**src/rtl/gumnut_ctrl_pkg.sv**
```systemverilog
// gumnut_ctrl_pkg: shared state, opcode-class, ALU and PC-operation codes for the Gumnut sequencer
package gumnut_ctrl_pkg;
  typedef enum logic [2:0] {
    S_FETCH     = 3'd0,
    S_DECODE    = 3'd1,
    S_EXECUTE   = 3'd2,
    S_MEM       = 3'd3,
    S_WRITEBACK = 3'd4,
    S_INT       = 3'd5,
    S_WAIT      = 3'd6
  } state_t;
  typedef enum logic [2:0] {C_NONE, C_MEM, C_SHIFT, C_ARITH, C_JUMP, C_BRANCH, C_MISC} op_class_t;
  localparam logic [1:0] F_LDM = 2'b00, F_STM = 2'b01, F_INP = 2'b10, F_OUT = 2'b11;
  localparam logic [2:0] F_RET = 3'b000, F_RETI = 3'b001, F_ENAI = 3'b010, F_DISI = 3'b011;
  localparam logic [2:0] F_WAIT = 3'b100, F_STBY = 3'b101;
  localparam logic [3:0] ALU_NONE = 4'b0000, ALU_ADD = 4'b0001, ALU_SUB = 4'b0011, ALU_AND = 4'b0010;
  localparam logic [3:0] ALU_OR = 4'b0110, ALU_XOR = 4'b0100, ALU_MASK = 4'b0101;
  localparam logic [3:0] PC_INC = 4'b0000, PC_JMP = 4'b1000, PC_RET = 4'b1001, PC_INT = 4'b1010;
  localparam logic [3:0] PC_TRAP = 4'b1111;
  localparam logic [1:0] PC_BR = 2'b01;
  localparam logic [1:0] MUX_ALU = 2'b00, MUX_MEM = 2'b01, MUX_PORT = 2'b10;
  function automatic op_class_t op_class(input logic [6:0] op);
    return op[6:5] == 2'b10 ? C_MEM : op[6:4] == 3'b110 ? C_SHIFT : op[6:3] == 4'b1110 ? C_ARITH :
           op[6:2] == 5'b11110 ? C_JUMP : op[6:1] == 6'b111110 ? C_BRANCH :
           op == 7'b1111110 ? C_MISC : C_NONE;
  endfunction
  function automatic logic [3:0] alu_code(input logic [2:0] fn);
    return fn[2:1] == 2'b00 ? ALU_ADD : fn[2:1] == 2'b01 ? ALU_SUB : fn == 3'b100 ? ALU_AND :
           fn == 3'b101 ? ALU_OR : fn == 3'b110 ? ALU_XOR : ALU_MASK;
  endfunction
endpackage

```
**src/rtl/gumnut_ctrl_seq_irq_prio.sv**
```systemverilog
// gumnut_irq_prio: masked priority encoder, lowest-index active channel wins
module gumnut_irq_prio #(
  parameter int NUM_IRQ = 4,
  parameter int IRQ_W = 2
) (
  input  logic [NUM_IRQ-1:0] irq,
  input  logic [NUM_IRQ-1:0] mask,
  output logic               valid,
  output logic [IRQ_W-1:0]   idx,
  output logic [NUM_IRQ-1:0] onehot
);
  logic [NUM_IRQ-1:0] act;
  assign act = irq & ~mask;
  always_comb begin
    valid = |act;
    onehot = act & (-act);
    idx = '0;
    for (int i = NUM_IRQ - 1; i >= 0; i--) idx = act[i] ? IRQ_W'(i) : idx;
  end
endmodule

```
**src/rtl/gumnut_ctrl_seq.sv**
```systemverilog
// gumnut_ctrl_seq: Moore control sequencer with prioritised interrupts, WAIT state and bus-timeout trap
module gumnut_ctrl_seq
  import gumnut_ctrl_pkg::*;
#(
  parameter int NUM_IRQ = 4,
  parameter int TIMEOUT = 15,
  parameter int IRQ_W = (NUM_IRQ > 1) ? $clog2(NUM_IRQ) : 1
) (
  input  logic               clk,
  input  logic               rst,
  input  logic               cen,
  input  logic [6:0]         op_i,
  input  logic [2:0]         func_i,
  input  logic               inst_ack_i,
  input  logic               data_ack_i,
  input  logic [NUM_IRQ-1:0] irq_i,
  input  logic [NUM_IRQ-1:0] irq_mask_i,
  output logic               inst_stb_o,
  output logic               inst_cyc_o,
  output logic               data_stb_o,
  output logic               data_cyc_o,
  output logic               data_we_o,
  output logic               op2_o,
  output logic               alu_en_o,
  output logic               flag_en_o,
  output logic               reg_wr_o,
  output logic [3:0]         alu_op_o,
  output logic [1:0]         reg_mux_o,
  output logic               port_we_o,
  output logic               pc_en_o,
  output logic [3:0]         pc_oper_o,
  output logic               push_o,
  output logic               pop_o,
  output logic               int_o,
  output logic [NUM_IRQ-1:0] int_ack_o,
  output logic [IRQ_W-1:0]   int_vec_o,
  output logic               bus_err_o,
  output logic [2:0]         state_o
);
  state_t state, state_nx;
  op_class_t cls;
  logic ie, ie_save, trap, ie_eff, pend, timeout, bus_st, ack_cur, done_dec;
  logic irq_valid;
  logic is_ldm, is_stm, is_inp, is_out, is_ret, is_reti, is_enai, is_disi, is_wait;
  logic st_fe, st_de, st_ex, st_me, st_wb, st_in;
  logic [7:0] cnt;
  logic [IRQ_W-1:0] irq_idx, vec;
  logic [NUM_IRQ-1:0] irq_oh, ack_q;
  gumnut_irq_prio #(.NUM_IRQ(NUM_IRQ), .IRQ_W(IRQ_W)) u_prio (
    .irq(irq_i), .mask(irq_mask_i), .valid(irq_valid), .idx(irq_idx), .onehot(irq_oh)
  );
  always_comb begin
    cls = op_class(op_i);
    is_ldm = cls == C_MEM && func_i[1:0] == F_LDM;
    is_stm = cls == C_MEM && func_i[1:0] == F_STM;
    is_inp = cls == C_MEM && func_i[1:0] == F_INP;
    is_out = cls == C_MEM && func_i[1:0] == F_OUT;
    is_ret = cls == C_MISC && func_i == F_RET;
    is_reti = cls == C_MISC && func_i == F_RETI;
    is_enai = cls == C_MISC && func_i == F_ENAI;
    is_disi = cls == C_MISC && func_i == F_DISI;
    is_wait = cls == C_MISC && (func_i == F_WAIT || func_i == F_STBY);
    done_dec = cls == C_JUMP || cls == C_BRANCH || is_ret || is_reti || is_enai || is_disi;
    // enai/disi/reti take effect before the pend check of their own DECODE cycle
    ie_eff = state != S_DECODE ? ie : is_enai ? 1'b1 : is_disi ? 1'b0 : is_reti ? ie_save : ie;
    pend = ie_eff && irq_valid;
    bus_st = state == S_FETCH || state == S_MEM;
    ack_cur = state == S_FETCH ? inst_ack_i : data_ack_i;
    timeout = bus_st && !ack_cur && cnt == 8'(TIMEOUT - 1);
    case (state)
      S_FETCH:     state_nx = inst_ack_i ? S_DECODE : S_FETCH;
      S_DECODE:    state_nx = done_dec ? (pend ? S_INT : S_FETCH) : is_wait ? S_WAIT : S_EXECUTE;
      S_EXECUTE:   state_nx = (is_ldm || is_stm) ? S_MEM : S_WRITEBACK;
      S_MEM:       state_nx = !data_ack_i ? S_MEM : is_stm ? (pend ? S_INT : S_FETCH) : S_WRITEBACK;
      S_WRITEBACK: state_nx = pend ? S_INT : S_FETCH;
      S_WAIT:      state_nx = pend ? S_INT : S_WAIT;
      default:     state_nx = S_FETCH;
    endcase
    state_nx = timeout ? S_INT : state_nx;
  end
  always_ff @(posedge clk) begin
    if (rst) begin
      state <= S_FETCH;
      ie <= 1'b0;
      ie_save <= 1'b0;
      trap <= 1'b0;
      cnt <= '0;
      vec <= '0;
      ack_q <= '0;
    end else if (cen) begin
      state <= state_nx;
      cnt <= (state_nx != state || ack_cur || !bus_st) ? '0 : cnt + 8'd1;
      if (state_nx == S_INT && state != S_INT) begin
        ie <= 1'b0;
        ie_save <= ie_eff;
        trap <= timeout;
        ack_q <= timeout ? '0 : irq_oh;
        if (!timeout) vec <= irq_idx;
      end else begin
        ie <= ie_eff;
      end
    end
  end
  always_comb begin
    st_fe = !rst && state == S_FETCH;
    st_de = !rst && state == S_DECODE;
    st_ex = !rst && state == S_EXECUTE;
    st_me = !rst && state == S_MEM;
    st_wb = !rst && state == S_WRITEBACK;
    st_in = !rst && state == S_INT;
    inst_stb_o = st_fe;
    inst_cyc_o = st_fe;
    data_stb_o = st_me;
    data_cyc_o = st_me;
    data_we_o = st_me && is_stm;
    op2_o = st_ex && (cls == C_ARITH || cls == C_SHIFT);
    alu_en_o = op2_o;
    flag_en_o = op2_o;
    alu_op_o = (!rst && cls == C_ARITH) ? alu_code(func_i) : ALU_NONE;
    port_we_o = st_ex && is_out;
    reg_wr_o = st_wb;
    reg_mux_o = !st_wb ? MUX_ALU : is_ldm ? MUX_MEM : is_inp ? MUX_PORT : MUX_ALU;
    pc_en_o = st_wb || st_in || (st_de && (cls == C_JUMP || cls == C_BRANCH || is_ret || is_reti));
    pc_oper_o = st_in ? (trap ? PC_TRAP : PC_INT) : !st_de ? PC_INC :
                cls == C_BRANCH ? {PC_BR, func_i[1:0]} : cls == C_JUMP ? PC_JMP :
                (is_ret || is_reti) ? PC_RET : PC_INC;
    push_o = st_in || (st_de && cls == C_JUMP && op_i[1]);
    pop_o = st_de && (is_ret || is_reti);
    int_o = st_in;
    int_ack_o = st_in ? ack_q : '0;
    int_vec_o = rst ? '0 : vec;
    bus_err_o = st_in && trap;
    state_o = rst ? S_FETCH : state;
  end
endmodule

```
**config.mk**
```make
export PLATFORM = sky130hd
export DESIGN_NAME = gumnut_ctrl_seq
export DESIGN_NICKNAME = d
export VERILOG_FILES = /design/src/rtl/gumnut_ctrl_pkg.sv /design/src/rtl/gumnut_ctrl_seq_irq_prio.sv /design/src/rtl/gumnut_ctrl_seq.sv
export SDC_FILE = /design/constraint.sdc
export NUM_CORES = 1
export LEC_CHECK = 0
export CAP_MARGIN = 25
export CORE_ASPECT_RATIO = 1.1
export CORE_MARGIN = 4
export CORE_UTILIZATION = 50
export DETAILED_ROUTE_END_ITERATION = 7
export GPL_TIMING_DRIVEN = 0
export MAX_ROUTING_LAYER = met4
export PLACE_DENSITY = 0.87
export SETUP_SLACK_MARGIN = 0.5
export SYNTH_ARGS = -nofsm -noshare
export SYNTH_HDL_FRONTEND = slang
export SYNTH_SLANG_ARGS = --single-unit
export TNS_END_PERCENT = 30
```
**constraint.sdc**
```tcl
create_clock -name clk -period 4.6 [get_ports clk]
set_clock_uncertainty 0.15 [all_clocks]
set_input_delay 0.92 -clock clk [delete_from_list [all_inputs] [get_ports clk]]
set_output_delay 0.92 -clock clk [all_outputs]
set_load 0.01 [all_outputs]
```
==> impl_metrics.prom, run 1 <==
# TYPE chip_impl_metric gauge
chip_impl_metric{name="flow.area_growth_from_synthesis",unit="%"} 35.5
chip_impl_metric{name="floorplan.core_area",unit="sq um"} 3390
chip_impl_metric{name="number_of_iterations_in_the_first_detailed_routing_pass",unit=""} 4
chip_impl_metric{name="ys_warn_count",unit=""} 0
chip_impl_metric{name="global_route.usage.total",unit="%"} 23.3
chip_impl_metric{name="met3_length",unit="microns"} 380
chip_impl_metric{name="dieHeight",unit="microns"} 70.7
chip_impl_metric{name="number_of_hold_violations_in_the_final_report",unit=""} 0
chip_impl_metric{name="timing.final.crit_period",unit="ps"} 4140
chip_impl_metric{name="place_inst",unit=""} 329
chip_impl_metric{name="synth_enable_flop_cells",unit=""} 0
chip_impl_metric{name="syn-instance-count",unit=""} 227
chip_impl_metric{name="grt_pass1_wl",unit="microns"} 8480
chip_impl_metric{name="grt_overflow",unit=""} 0
chip_impl_metric{name="cts.path.max_buffers",unit=""} 2
chip_impl_metric{name="die-area",unit="sq um"} 4600
chip_impl_info{name="worstHoldPathType",value="reg2reg"} 1
chip_impl_metric{name="detailed_place_hpwl",unit="microns"} 3930
chip_impl_metric{name="cts.reportedPaths.clkPinSlew",unit="ps"} 100
chip_impl_metric{name="ir_worst_vdd",unit="mV"} 0.126
chip_impl_info{name="yosys-top-cells-count",value="sky130_fd_sc_hd__nor2_1 (22), sky130_fd_sc_hd__nand2_1 (21), sky130_fd_sc_hd__dfxtp_1 (20)"} 1
chip_impl_metric{name="floorplan.initialDensity",unit="%"} 52.8
chip_impl_info{name="outcome",value="finished, final reports clean"} 1
chip_impl_metric{name="data_required_critical_path",unit="ps"} 3530
chip_impl_info{name="crit_path_cell_trace",value="clkdlybuf4s50_1, nand2b_1, or3_1, or2_2, inv_1, nand2_1, o21ai_0, clkdlybuf4s50_1"} 1
chip_impl_metric{name="routed-via-count",unit=""} 1950
chip_impl_info{name="critPathLaunchType",value="input port"} 1
chip_impl_metric{name="drv_cap",unit=""} 0
chip_impl_info{name="worst_setup_path_end_kind",value="output pin"} 1
chip_impl_metric{name="fraction_of_layout_cells_with_a_size_suffix_above_1",unit="%"} 13.3
chip_impl_info{name="yosysTopAreaCell",value="sky130_fd_sc_hd__dfxtp_1"} 1
chip_impl_metric{name="fin_total_pwr",unit="mW"} 0.377
chip_impl_metric{name="cts.sink_count",unit=""} 20
chip_impl_metric{name="design.portCount",unit=""} 57
chip_impl_metric{name="die-width",unit="microns"} 65.0
chip_impl_metric{name="drt-total-wl",unit="microns"} 5140
chip_impl_metric{name="port-buffer-count",unit=""} 54
chip_impl_metric{name="drt.antenna.violating_nets",unit=""} 0
chip_impl_metric{name="power.density",unit="nW/um^2"} 155
chip_impl_metric{name="finish.net_count",unit=""} 312
chip_impl_info{name="dr.max_layer_used",value="met4"} 1
chip_impl_metric{name="static-leakage-power",unit="nW"} 0.883
chip_impl_metric{name="grt_pass1_vias",unit=""} 1854
chip_impl_metric{name="layout.filler_cells",unit=""} 294
chip_impl_metric{name="syn_nets",unit=""} 252
chip_impl_metric{name="post_synth_instance_area",unit="sq um"} 1790
chip_impl_metric{name="holdBufCountCts",unit=""} 0
chip_impl_metric{name="fp-row-count",unit=""} 22
chip_impl_metric{name="drt_iter0_drc",unit=""} 121
chip_impl_metric{name="ys_seq_elements",unit=""} 20
chip_impl_metric{name="worstSkewPairLatency",unit="ps"} 300
chip_impl_info{name="rsz0062_at_grt",value="yes"} 1
chip_impl_metric{name="antenna_cells_inserted",unit=""} 0
chip_impl_metric{name="layout.area.seq",unit="sq um"} 400
chip_impl_metric{name="synth.yosys.seq_area_share",unit="%"} 22.4
chip_impl_metric{name="detail_route.wirelength.met1",unit="microns"} 2160
chip_impl_metric{name="gp_routability_congestion",unit=""} 0.898
chip_impl_metric{name="critical_path.max_fanout",unit=""} 3
chip_impl_info{name="synthFlopType",value="sky130_fd_sc_hd__dfxtp_1"} 1
chip_impl_info{name="critical_path.top_delay_family",value="buffers and inverters"} 1
chip_impl_info{name="synthTopCellsByArea",value="sky130_fd_sc_hd__dfxtp_1 (22%), sky130_fd_sc_hd__nor2_1 (4.6%), sky130_fd_sc_hd__nand2_1 (4.4%)"} 1
chip_impl_metric{name="setup_violations",unit=""} 0
chip_impl_info{name="path_class",value="in2out"} 1
chip_impl_metric{name="post_layout_nonfiller_instances",unit=""} 333
chip_impl_metric{name="cts_htree_levels",unit=""} 1
chip_impl_info{name="yosys.cell_count.top_type",value="sky130_fd_sc_hd__nor2_1"} 1
chip_impl_metric{name="headroom_to_the_max_slew_limit",unit="%"} 59.2
chip_impl_metric{name="drc",unit=""} 0
chip_impl_metric{name="synthDominantCellAreaShare",unit="%"} 22.4
chip_impl_info{name="crit_top_cell",value="sky130_fd_sc_hd__clkdlybuf4s50_1"} 1
chip_impl_metric{name="detail_route.vias_per_cell",unit=""} 5.86
chip_impl_info{name="cts.root.buffer_cell",value="sky130_fd_sc_hd__clkbuf_4"} 1
chip_impl_metric{name="ys_types",unit=""} 64
chip_impl_metric{name="routedWlPerCell",unit="microns"} 15.4
chip_impl_metric{name="ys_async_sr_fraction",unit="%"} 0
chip_impl_metric{name="post_route_worst_hold_slack",unit="ps"} 321
chip_impl_metric{name="tightestPinTransition",unit="ps"} 612
chip_impl_metric{name="achievable-frequency",unit="GHz"} 0.242
chip_impl_metric{name="grt_max_degree",unit=""} 11
chip_impl_metric{name="met2WireLength",unit="microns"} 2540
chip_impl_metric{name="crit_arrival",unit="ps"} 3070
chip_impl_info{name="cts_tree",value="yes"} 1
chip_impl_metric{name="antenna_violations_before_repair",unit=""} 0
chip_impl_metric{name="timing.final.crit_share",unit="%"} 90.0
chip_impl_metric{name="cts_buffers",unit=""} 3
chip_impl_metric{name="multi_input_gate_area",unit="sq um"} 1220
chip_impl_metric{name="syn_area_per_cell",unit="sq um"} 7.88
chip_impl_metric{name="cp_peak_stage_delay",unit="ps"} 560
chip_impl_info{name="cpMaxStageDelayCell",value="sky130_fd_sc_hd__clkdlybuf4s50_1"} 1
chip_impl_metric{name="timing_max_transition_violations_final",unit=""} 0
chip_impl_metric{name="tns",unit="ps"} 0
chip_impl_metric{name="critical_path_buf_inv_count",unit=""} 3
==> sequential cells by signal, summed over array words and instances (netlist names) <==
register	count
ack_q	4
trap	1
vec	2
ie_save	1
state	3
ie	1
cnt	8
==> cells in the final DEF (no fill, tap or decap), types with 2 or more instances in the layout <==
master                            Yosys  final
sky130_fd_sc_hd__a21oi_1             15     15
sky130_fd_sc_hd__nor2b_1              6      6
sky130_fd_sc_hd__inv_1                9      9
sky130_fd_sc_hd__o21ai_0              8      8
sky130_fd_sc_hd__dlygate4sd2_1        0      3
sky130_fd_sc_hd__a2111oi_4            2      2
sky130_fd_sc_hd__a31oi_1              2      2
sky130_fd_sc_hd__buf_6                5      5
sky130_fd_sc_hd__nor4_1               3      3
sky130_fd_sc_hd__nand3b_1             3      3
sky130_fd_sc_hd__clkbuf_1             4      4
sky130_fd_sc_hd__clkbuf_4             0      3
sky130_fd_sc_hd__nand2b_1             8      8
sky130_fd_sc_hd__nand4b_1             2      2
sky130_fd_sc_hd__buf_2                2      2
sky130_fd_sc_hd__o31ai_2              3      3
sky130_fd_sc_hd__clkdlybuf4s50_1      0     50
sky130_fd_sc_hd__a311oi_1             2      2
sky130_fd_sc_hd__nand2_1             21     21
sky130_fd_sc_hd__and3_1               5      5
sky130_fd_sc_hd__nand3_1              3      3
sky130_fd_sc_hd__dfxtp_1             20     20
sky130_fd_sc_hd__nor2_1              22     22
sky130_fd_sc_hd__a211oi_1             2      2
sky130_fd_sc_hd__a21boi_0             2      2
sky130_fd_sc_hd__nor3_1               6      5
sky130_fd_sc_hd__or2_2                3      3
sky130_fd_sc_hd__xor2_1               4      4
sky130_fd_sc_hd__or3_1                4      4
sky130_fd_sc_hd__ha_1                 2      2
sky130_fd_sc_hd__buf_4                8      9
sky130_fd_sc_hd__nand4_1             11     11
sky130_fd_sc_hd__nor4b_1              2      2
sky130_fd_sc_hd__o31ai_1              5      5
==> power by group <==
part           switching, mW  leakage, nW  internal [mW]
Sequential           0.00301        0.162          0.175
Clock                 0.0526       0.0138         0.0306
Combinational         0.0618        0.707         0.0534
Total                  0.117        0.883          0.259
==> what timing repair did <==
item                                    CTS  global route
buffers inserted                          1             0
hold endpoints to repair                  0             0
resized for setup                         3             2
endpoints found under the setup margin    5            10
pin swaps                                 1             0
==> through the flow <==
stage | util (%) | instance area (sq um) | worst slack [ps]
5_1_grt | 71.6 | 2420 | 398
3_5_place_dp | 70.6 | 2390 | 381
6_report | 71.6 | 2420 | 462
3_3_place_gp | 70.6 | 2390 | 393
2_1_floorplan | - | 1790 | 1430
4_1_cts | 71.4 | 2420 | 459
==> cell families (layout without fill, tap and decap cells) <==
kind of cell	Yosys count	in the layout	synth area share, %
AOI/OAI and AO/OA	58	58	26.5
DFF	20	20	22.4
xor gates and xnor gates	5	5	2.45
other	1	1	0.210
adders and majority gates	2	2	1.40
buffers and inverters	28	86	9.79
muxes	1	1	0.629
and+or+nand+nor	112	112	36.6
==> metal layers <==
layer / track usage (%) / vias up
met5: - / -
met4: 7.37 / 0
met3: 3.49 / 6
met2: 39.3 / 92
met1: 28.3 / 907
li1: - / 945
==> tightest hold or removal path: cells and delay by family, from the launching register on <==
family,cells,cell delay (ps)
flip-flops,1,330
AO/OA/AOI/OAI,2,100
==> worst paths after layout <==
kind	start	slack, ps	endpoint	cells past startpoint
setup / recovery	rst	460	pc_oper_o[2]	8
hold / removal	ack_q[2]	320	ack_q[2]	2
hold reg to reg	ack_q[2]	320	ack_q[2]	2
setup reg to reg	cnt[1]	1810	trap	8
==> final cells by class <==
| class | count | share of cell area [%] |
|---|---|---|
| Buffer | 19 | 5.83 |
| Clock buffer | 3 | 0.929 |
| Inverter | 9 | 1.39 |
| Multi-Input combinational cell | 179 | 50.3 |
| Sequential cell | 20 | 16.5 |
| Tap cell | 48 | 2.48 |
| Timing Repair Buffer | 55 | 22.6 |
Power figures use the tool's default switching activity.
==> run 2: changes to the inputs <==
- CTS_CLUSTER_DIAMETER: not set -> 60
==> results of run 2 <==
The final DEF is identical to that of run 1; final timing and power are the same.
==> run 3: changes to the inputs <==
- HOLD_SLACK_MARGIN: not set -> 0.1
==> results of run 3 <==
The final DEF is identical to that of run 1; final timing and power are the same.
